### src/rtl/i2c_pkg.sv
// i2c_pkg: shared types and constants for the I2C byte framer slice.
package i2c_pkg;

  localparam int I2C_ADDR_W = 7;
  localparam logic [I2C_ADDR_W-1:0] GENERAL_CALL_ADDR = 7'h00;

  typedef enum logic [2:0] {
    IDLE,
    ADDR,
    ADDR_ACK,
    RX_DATA,
    RX_ACK,
    TX_DATA,
    TX_ACK,
    IGNORE
  } i2c_state_t;

endpackage

### src/rtl/i2c_edge_detect.sv
// i2c_edge_detect: turns the synchronized SCL level into single-clk rise/fall pulses.
module i2c_edge_detect (
  input  logic clk,
  input  logic reset,
  input  logic scl_sync,
  output logic scl_rise,
  output logic scl_fall
);

  logic scl_prev;

  // Remember SCL from the previous clk; the bus idles high, so reset to 1.
  always_ff @(posedge clk) begin
    if (!reset) begin
      scl_prev <= 1'b1;
    end else begin
      scl_prev <= scl_sync;
    end
  end

  assign scl_rise = scl_sync & ~scl_prev;
  assign scl_fall = ~scl_sync & scl_prev;

endmodule

### src/rtl/i2c_byte_framer.sv
// i2c_byte_framer: I2C target byte framing (address decode, ACK, RX/TX bytes).
// Optional feature: define I2C_GENERAL_CALL_EN to also accept address byte 8'h00.
module i2c_byte_framer
  import i2c_pkg::*;
#(
  parameter logic [I2C_ADDR_W-1:0] DEVICE_ADDR = 7'h2A
) (
  input  logic       clk,
  input  logic       reset,
  input  logic       scl_sync,
  input  logic       sda_sync,
  input  logic       start_condition,
  input  logic       stop_condition,
  input  logic [7:0] tx_data,
  output logic       sda_oe,
  output logic [7:0] rx_data,
  output logic       rx_valid,
  output logic       addr_match,
  output logic       rw_bit,
  output logic       tx_load,
  output logic       master_nack,
  output logic       busy
);

`ifdef I2C_GENERAL_CALL_EN
  localparam logic GC_EN = 1'b1;
`else
  localparam logic GC_EN = 1'b0;
`endif

  i2c_state_t state_q, state_d;
  logic [3:0] bit_cnt_q, bit_cnt_d;
  logic [7:0] shift_q, shift_d;
  logic       sda_oe_q, sda_oe_d;
  logic [7:0] rx_data_q, rx_data_d;
  logic       rw_q, rw_d;
  logic       addr_match_q, addr_match_d;
  logic       rx_valid_q, rx_valid_d;
  logic       master_nack_q, master_nack_d;
  logic       load_tx;
  logic       scl_rise, scl_fall;
  logic [7:0] rx_byte;
  logic       addr_hit;

  i2c_edge_detect u_edge (
    .clk      (clk),
    .reset    (reset),
    .scl_sync (scl_sync),
    .scl_rise (scl_rise),
    .scl_fall (scl_fall)
  );

  // Byte as it will look once the current SDA bit is shifted in (MSB first).
  assign rx_byte  = {shift_q[6:0], sda_sync};
  // General call is the all-zero address with a write bit; 8'h01 never matches it.
  assign addr_hit = (rx_byte[7:1] == DEVICE_ADDR) ||
                    (GC_EN && (rx_byte == {GENERAL_CALL_ADDR, 1'b0}));

  // Next-state and output decode; START beats STOP, and both beat SCL edges.
  always_comb begin
    state_d       = state_q;
    bit_cnt_d     = bit_cnt_q;
    shift_d       = shift_q;
    sda_oe_d      = sda_oe_q;
    rx_data_d     = rx_data_q;
    rw_d          = rw_q;
    addr_match_d  = 1'b0;
    rx_valid_d    = 1'b0;
    master_nack_d = 1'b0;
    load_tx       = 1'b0;

    if (start_condition) begin
      state_d   = ADDR;
      bit_cnt_d = 4'd0;
      sda_oe_d  = 1'b0;
    end else if (stop_condition) begin
      state_d   = IDLE;
      bit_cnt_d = 4'd0;
      sda_oe_d  = 1'b0;
    end else begin
      case (state_q)
        ADDR: begin
          if (scl_rise) begin
            shift_d = rx_byte;
            if (bit_cnt_q == 4'd7) begin
              bit_cnt_d = 4'd0;
              if (addr_hit) begin
                state_d      = ADDR_ACK;
                addr_match_d = 1'b1;
                rw_d         = rx_byte[0];
              end else begin
                state_d = IGNORE;
              end
            end else begin
              bit_cnt_d = bit_cnt_q + 4'd1;
            end
          end
        end
        ADDR_ACK, RX_ACK: begin
          // First fall pulls SDA for the ACK slot, second fall ends the slot.
          if (scl_fall) begin
            if (bit_cnt_q == 4'd0) begin
              sda_oe_d  = 1'b1;
              bit_cnt_d = 4'd1;
            end else begin
              sda_oe_d  = 1'b0;
              bit_cnt_d = 4'd0;
              if ((state_q == ADDR_ACK) && rw_q) begin
                state_d = TX_DATA;
                load_tx = 1'b1;
              end else begin
                state_d = RX_DATA;
              end
            end
          end
        end
        RX_DATA: begin
          if (scl_rise) begin
            shift_d = rx_byte;
            if (bit_cnt_q == 4'd7) begin
              bit_cnt_d  = 4'd0;
              rx_data_d  = rx_byte;
              rx_valid_d = 1'b1;
              state_d    = RX_ACK;
            end else begin
              bit_cnt_d = bit_cnt_q + 4'd1;
            end
          end
        end
        TX_DATA: begin
          // Count 0 means a byte still has to be fetched after a master ACK.
          if (scl_fall) begin
            if (bit_cnt_q == 4'd0) begin
              load_tx = 1'b1;
            end else if (bit_cnt_q == 4'd8) begin
              sda_oe_d  = 1'b0;
              bit_cnt_d = 4'd0;
              state_d   = TX_ACK;
            end else begin
              sda_oe_d  = ~shift_q[7];
              shift_d   = {shift_q[6:0], 1'b0};
              bit_cnt_d = bit_cnt_q + 4'd1;
            end
          end
        end
        TX_ACK: begin
          if (scl_rise) begin
            if (sda_sync) begin
              master_nack_d = 1'b1;
              state_d       = IGNORE;
            end else begin
              state_d = TX_DATA;
            end
          end
        end
        default: begin
        end
      endcase

      // Loading drives bit 7 immediately and parks the rest MSB-aligned.
      if (load_tx) begin
        sda_oe_d  = ~tx_data[7];
        shift_d   = {tx_data[6:0], 1'b0};
        bit_cnt_d = 4'd1;
      end
    end
  end

  // State and output registers with synchronous active-low reset.
  always_ff @(posedge clk) begin
    if (!reset) begin
      state_q       <= IDLE;
      bit_cnt_q     <= 4'd0;
      shift_q       <= 8'h00;
      sda_oe_q      <= 1'b0;
      rx_data_q     <= 8'h00;
      rw_q          <= 1'b0;
      addr_match_q  <= 1'b0;
      rx_valid_q    <= 1'b0;
      master_nack_q <= 1'b0;
    end else begin
      state_q       <= state_d;
      bit_cnt_q     <= bit_cnt_d;
      shift_q       <= shift_d;
      sda_oe_q      <= sda_oe_d;
      rx_data_q     <= rx_data_d;
      rw_q          <= rw_d;
      addr_match_q  <= addr_match_d;
      rx_valid_q    <= rx_valid_d;
      master_nack_q <= master_nack_d;
    end
  end

  assign sda_oe      = sda_oe_q;
  assign rx_data     = rx_data_q;
  assign rx_valid    = rx_valid_q;
  assign addr_match  = addr_match_q;
  assign rw_bit      = rw_q;
  assign tx_load     = load_tx;
  assign master_nack = master_nack_q;
  assign busy        = (state_q != IDLE);

endmodule

### config.mk
export PLATFORM = sky130hd
export DESIGN_NAME = i2c_byte_framer
export DESIGN_NICKNAME = d
export VERILOG_FILES = /design/src/rtl/i2c_pkg.sv /design/src/rtl/i2c_edge_detect.sv /design/src/rtl/i2c_byte_framer.sv
export SDC_FILE = /design/constraint.sdc
export NUM_CORES = 1
export LEC_CHECK = 0
export CORE_UTILIZATION = 30
export CTS_CLUSTER_DIAMETER = 150
export DETAILED_ROUTE_END_ITERATION = 10
export GPL_ROUTABILITY_DRIVEN = 0
export PLACE_DENSITY = 0.47
export SLEW_MARGIN = 20
export SYNTH_ARGS = -nofsm -noshare
export SYNTH_HDL_FRONTEND = slang
export SYNTH_SLANG_ARGS = --single-unit
### constraint.sdc
create_clock -name clk -period 2 [get_ports clk]
set_input_delay 0.5 -clock clk [delete_from_list [all_inputs] [get_ports clk]]
set_output_delay 0.5 -clock clk [all_outputs]
set_load 0.03 [all_outputs]
### Word level (Yosys, flattened, before mapping)

Cells that the tools add are included.

| operators by class | value |
|---|---|
| reductions and logical operators | 24 |
| bitwise gates (word level) | 14 |
| $add $sub $neg | 1 |
| equality and inequality tests | 35 |
| mux-type cells | 50 |

Operator list:

| operator | count |
|---|---|
| 8-bit 2-to-1 mux | 5 |
| 4-bit != test (second input constant) | 10 |
| 3-bit 2-to-1 mux | 12 |
| 4-bit 2-to-1 mux | 6 |
| 11-bit AND reduction | 2 |
| 1-bit 2-to-1 mux | 21 |
| 2-bit != test (second input constant) | 10 |
| 8-bit case mux with 2 select lines | 1 |
| 3-bit case mux with 5 select lines | 1 |
| 5-bit AND reduction | 3 |
| 3-bit != test (second input constant) | 4 |
| 1-bit inverter | 12 |
| 4-bit case mux with 3 select lines | 1 |
| 3-bit nonzero test | 4 |
| 5-bit OR reduction | 2 |
| 3-bit == test (second input constant) | 3 |
| 7-bit by 6-bit == test with 1-bit output (second input constant) | 1 |
| 7-bit AND reduction | 1 |
| 7-bit nonzero test | 1 |
| 3-bit by 2-bit == test with 1-bit output (second input constant) | 2 |
| 6-bit AND reduction | 1 |
| 6-bit OR reduction | 1 |
| 5-bit nonzero test | 1 |
| 4-bit by 1-bit adder with 4-bit output (second input constant) | 1 |
| 15 further kinds | 18 |

| word-level totals | value |
|---|---|
| output and inout port bits | 15 |
| register bits after elaboration | 29 |
| logic and storage cells | 136 |
| input port bits | 14 |

### Depth between registers and ports, before layout

| depth | value |
|---|---|
| depth after elaboration | 10 |
| gate-level depth with buffers | 8 |

### Modules after synthesis

From an unflattened synthesis, not the netlist that was laid out.

| second synthesis, totals | value |
|---|---|
| cells, all modules | 204 |
| area, all modules | 1697.9 µm² |

By module, submodules not included:

| module | area an instance (µm²) | seq. area each (µm²) | times used | cells each |
|---|---|---|---|---|
| i2c_byte_framer | 1659.1 | 560.5 | 1 | 200 |
| i2c_edge_detect | 38.8 | 20.0 | 1 | 4 |

### Worst setup path after synthesis

Ideal clock, no wire load.

| timing path | value |
|---|---|
| kind | register -> output |
| from | register bit_cnt_q[0] |
| to | output tx_load |
| arrival | 1670 ps |
| setup slack | -170 ps |
| cell stages (with the launch flop) | 7 |
| path buffers | 0 |
| cells stage by stage | dfxtp_1 -> inv_1 -> ha_1 -> nor3b_2 -> nand3_2 -> a21o_4 -> nor2_1 |

| between the ends | value |
|---|---|
| cells in the longest elaborated chain, start to end | 8 |

RTL lines:

| what | RTL line | source |
|---|---|---|
| from (decl) | i2c_byte_framer.sv:32 | `logic [3:0] bit_cnt_q, bit_cnt_d;` |
| from (signal assigned) | i2c_byte_framer.sv:183 | `bit_cnt_q <= bit_cnt_d;` |
| 4-bit logical NOT (*) | i2c_byte_framer.sv:102, i2c_byte_framer.sv:133 |  |
| 1-bit 2-to-1 mux, on equally long branches | i2c_byte_framer.sv:133, i2c_byte_framer.sv:102 |  |
| 1-bit 2-to-1 mux, on equally long branches | i2c_byte_framer.sv:132, i2c_byte_framer.sv:101 |  |
| 1-bit case mux with 2 select lines (*) | i2c_byte_framer.sv:81 | `case (state_q)` |
| 1-bit 2-to-1 mux (*) | i2c_byte_framer.sv:76 | `end else if (stop_condition) begin` |
| 1-bit 2-to-1 mux (*) | i2c_byte_framer.sv:72 | `if (start_condition) begin` |
| 1-bit 2-to-1 mux (*) | i2c_byte_framer.sv:76 |  |
| 1-bit 2-to-1 mux (*) | i2c_byte_framer.sv:72 |  |
| to (decl) | i2c_byte_framer.sv:20 | `output logic tx_load,` |

Mark *: on every way between the ends. The rest lies on a longest branch, timed or not. The select of a mux whose other input is x is not followed.

### Worst setup path in the final report

| timing path | value |
|---|---|
| from | register bit_cnt_q[1] |
| to | output tx_load |

The elaborated chain is that of the path after synthesis.

==> impl_metrics.csv <==
group,metric,value,unit
floorplanning,rows,27,
logic_synthesis,syn-num-nets,213,
drt,viasPerCell,5.18,
power_and_ir_drop,powerDensity,559,nW/um^2
outcome,failed_checks,"setup timing",
cts,clkSinkCount,29,
timing,finalMaxSlewViolations,0,
cts,path_clk_slew,60,ps
worst_hold_path,hold_depth,2,
floorplanning,die_area,6340,um^2
timing,clock.fmax,479,MHz
finish,diodes,0,
finish,multi_input_comb_area,1150,um^2
logic_synthesis,synth_edf_count,0,
critical_path,rrSetupSlack,160,ps
logic_synthesis,syn_area,1810,um^2
logic_synthesis,synthCells,197,
drt,vias,1736,
logic_synthesis,synth_area_per_cell,9.17,um^2
finish,drive_above_1_share,31.6,%
floorplanning,dieWidth,79.6,um
finish,nets,278,
job,drv_cap,0,
drt,wl_per_cell,14.8,um
placement,dp.cells,322,
outcome,status,"complete, but fails checks",
global_routing,grtUsageTotal,17.2,%
placement,io_buffers,28,
global_routing,grt_max_degree,16,
drt,totalWireLength,4970,um
logic_synthesis,synth.most_common_cell,"dfxtp_1",
global_routing,antenna_found_initial,0,
finish,fill_cells,566,
timing,worstMarginPinSlew,350,ps
drt,dr.first_iter.drc_count,74,
timing,rsz0062_at_grt,"yes",
logic_synthesis,yosysUniqueCellTypes,57,
timing,min_period,2090,ps
placement,dp_hpwl,3720,um
power_and_ir_drop,p_leak,0.951,nW
drt,postRouteAntennaNets,0,
global_routing,grt_pass1_wl,8280,um
logic_synthesis,yosys.area.top_type_share,32.1,%
logic_synthesis,yosysWarnings,0,
critical_path,required,1500,ps
finish,seq_area,588,um^2
global_routing,grt_overflow,0,
timing,timing.final.ws_setup,-85.7,ps
critical_path,r2r_cells,7,
logic_synthesis,netlist_top_cells_count,"29 x dfxtp_1, 13 x a21oi_1, 13 x o21ai_0, 12 x nand2b_1, 12 x nor2b_1",
worst_hold_path,hold_class,"reg -> reg",
critical_path,rr_endpoint,"rx_data[2]$_SDFFE_PN0P_",
drt,drc,0,
logic_synthesis,ys_ff_latch,29,
logic_synthesis,async_reset_ff_share,0,%
cts,cts_tree,"built",
timing,setup_tns,-85.7,ps
floorplanning,ios,29,
finish,area_growth,42.2,%
logic_synthesis,synth.yosys.seq_area_share,32.1,%
critical_path,crit_arrival,1590,ps
cts,cts.htree.levels,2,
worst_hold_path,min_to,"bit_cnt_q[0]$_SDFFE_PP0P_",
logic_synthesis,synthFlopType,"dfxtp_1",
placement,pre_cts_ws,-345,ps
timing,fin_worst_skew,2.80,ps
global_routing,grt_pass1_vias,1715,
floorplanning,start_util,32.0,%
timing,finalCritPeriodShare,104,%
finish,final_cells,335,
power_and_ir_drop,irDropWorstVdd,252,uV
drt,drt_pass1_iterations,4,
critical_path,critPathLaunchType,"flop",
timing,max_slew_margin,76.4,%
critical_path,critPathCaptureType,"output pin",
critical_path,worstSetupPathType,"reg -> out",
floorplanning,fp.dieH,79.6,um
timing,finalHoldViolations,0,
cts,clk_latency,290,ps
critical_path,r2r_start,"bit_cnt_q[0]$_SDFFE_PP0P_",
timing,setup_viol,1,
critical_path,path_max_fanout,3,
logic_synthesis,synth.area.top_cells,"dfxtp_1 32%, mux2i_1 5.5%, nand2b_1 4.2%, nor2b_1 4.2%, a21oi_1 3.6%",
cts,cts_root_buf,"clkbuf_8",
logic_synthesis,synth_top_cell_by_area,"dfxtp_1",
cts,cts_buffer_depth,2,
cts,cts_made_buffers,5,
worst_hold_path,hold_start,"bit_cnt_q[0]$_SDFFE_PP0P_",
floorplanning,core,5640,um^2
worst max path at each step:
| stage | end | from | depth (start not counted) |
|---|---|---|---|
| after floorplan | tx_load | bit_cnt_q[0]$_SDFFE_PP0P_ | 6 |
| after global routing | tx_load | bit_cnt_q[0]$_SDFFE_PP0P_ | 7 |
| after detailed placement | tx_load | scl_sync | 6 |
| final | tx_load | bit_cnt_q[1]$_SDFFE_PP0P_ | 7 |
| after CTS | tx_load | bit_cnt_q[1]$_SDFFE_PP0P_ | 7 |
| after global placement | tx_load | scl_sync | 6 |
registers in the layout (all words and copies together), names as in the netlist:
name,flops
shift_q,8
bit_cnt_q,4
state_q,3
rx_data,8
rx_valid,1
sda_oe,1
u_edge.scl_prev,1
master_nack,1
rw_bit,1
addr_match,1
stage by stage:
stage	power [mW]	cell area [um^2]	hold WS [ps]	utilization (%)
global placement	0.798	2370	488	42.1
floorplan	0.717	1810	461	-
finish	1.44	2570	498	45.6
CTS	1.46	2550	501	45.2
global route	1.50	2570	524	45.6
detailed placement	0.800	2370	490	42.1
layout by cell type, fill, tap and decap left out, drive strengths merged, types with 2 or more instances in the layout:
cell type,count
nand3b,3
nand2b,12
inv,9
buf,42
nor2b,12
clkdlybuf4s50,24
or4,4
o311ai,7
nor4,3
mux2i,10
and2,2
o21a,3
o22ai,2
nand4bb,4
a21oi,15
dfxtp,29
o21ai,22
nor3b,3
ha,2
nand4,2
nand2,7
clkbuf,7
a211oi,6
nor2,8
nand3,6
o2111ai,2
dlygate4sd2,2
area by class of cell:
class                           instances  share of cell area (%)
Sequential cell                        29                    22.9
Timing Repair Buffer                   68                    23.1
Tap cell                               72                    3.51
Inverter                                9                    1.31
Clock buffer                            7                    3.36
Clock inverter                          1                    1.17
Multi-Input combinational cell        149                    44.7
metal layers:
layer,global-route usage [%],share of wire [%],up-vias
met5,0,0,-
met4,7.09,1.8,0
met3,3.31,2.9,7
met2,27.9,48,25
met1,22.2,47,837
li1,-,-,867
worst max-delay path, stage by stage (launching register included):
cell     delay, ps
dfxtp_2        320
inv_2           60
ha_4           130
or3b_4         390
nand3_4        100
a21o_4         140
nor2_4          30
buf_6          120
cell families after synthesis:
group	synth area share (%)
buf+inv	6.30
simple gates	28.7
mux	5.54
compound gates	26.0
fa+ha+maj	1.38
flops	32.1
repair_timing:
action | 4_1_cts | 5_1_grt
hold buffers | 0 | 0
buffers inserted | 3 | 2
resized for setup | 16 | 3
pin swaps | 5 | 4
endpoints found under the setup margin | 6 | 5
power breakdown:
part | switching, mW | total, mW | internal [mW]
Clock | 0.237 | 0.643 | 0.406
Combinational | 0.0891 | 0.186 | 0.0969
Sequential | 0.0181 | 0.607 | 0.588
Note: power is estimated with default switching activity, not from simulation.
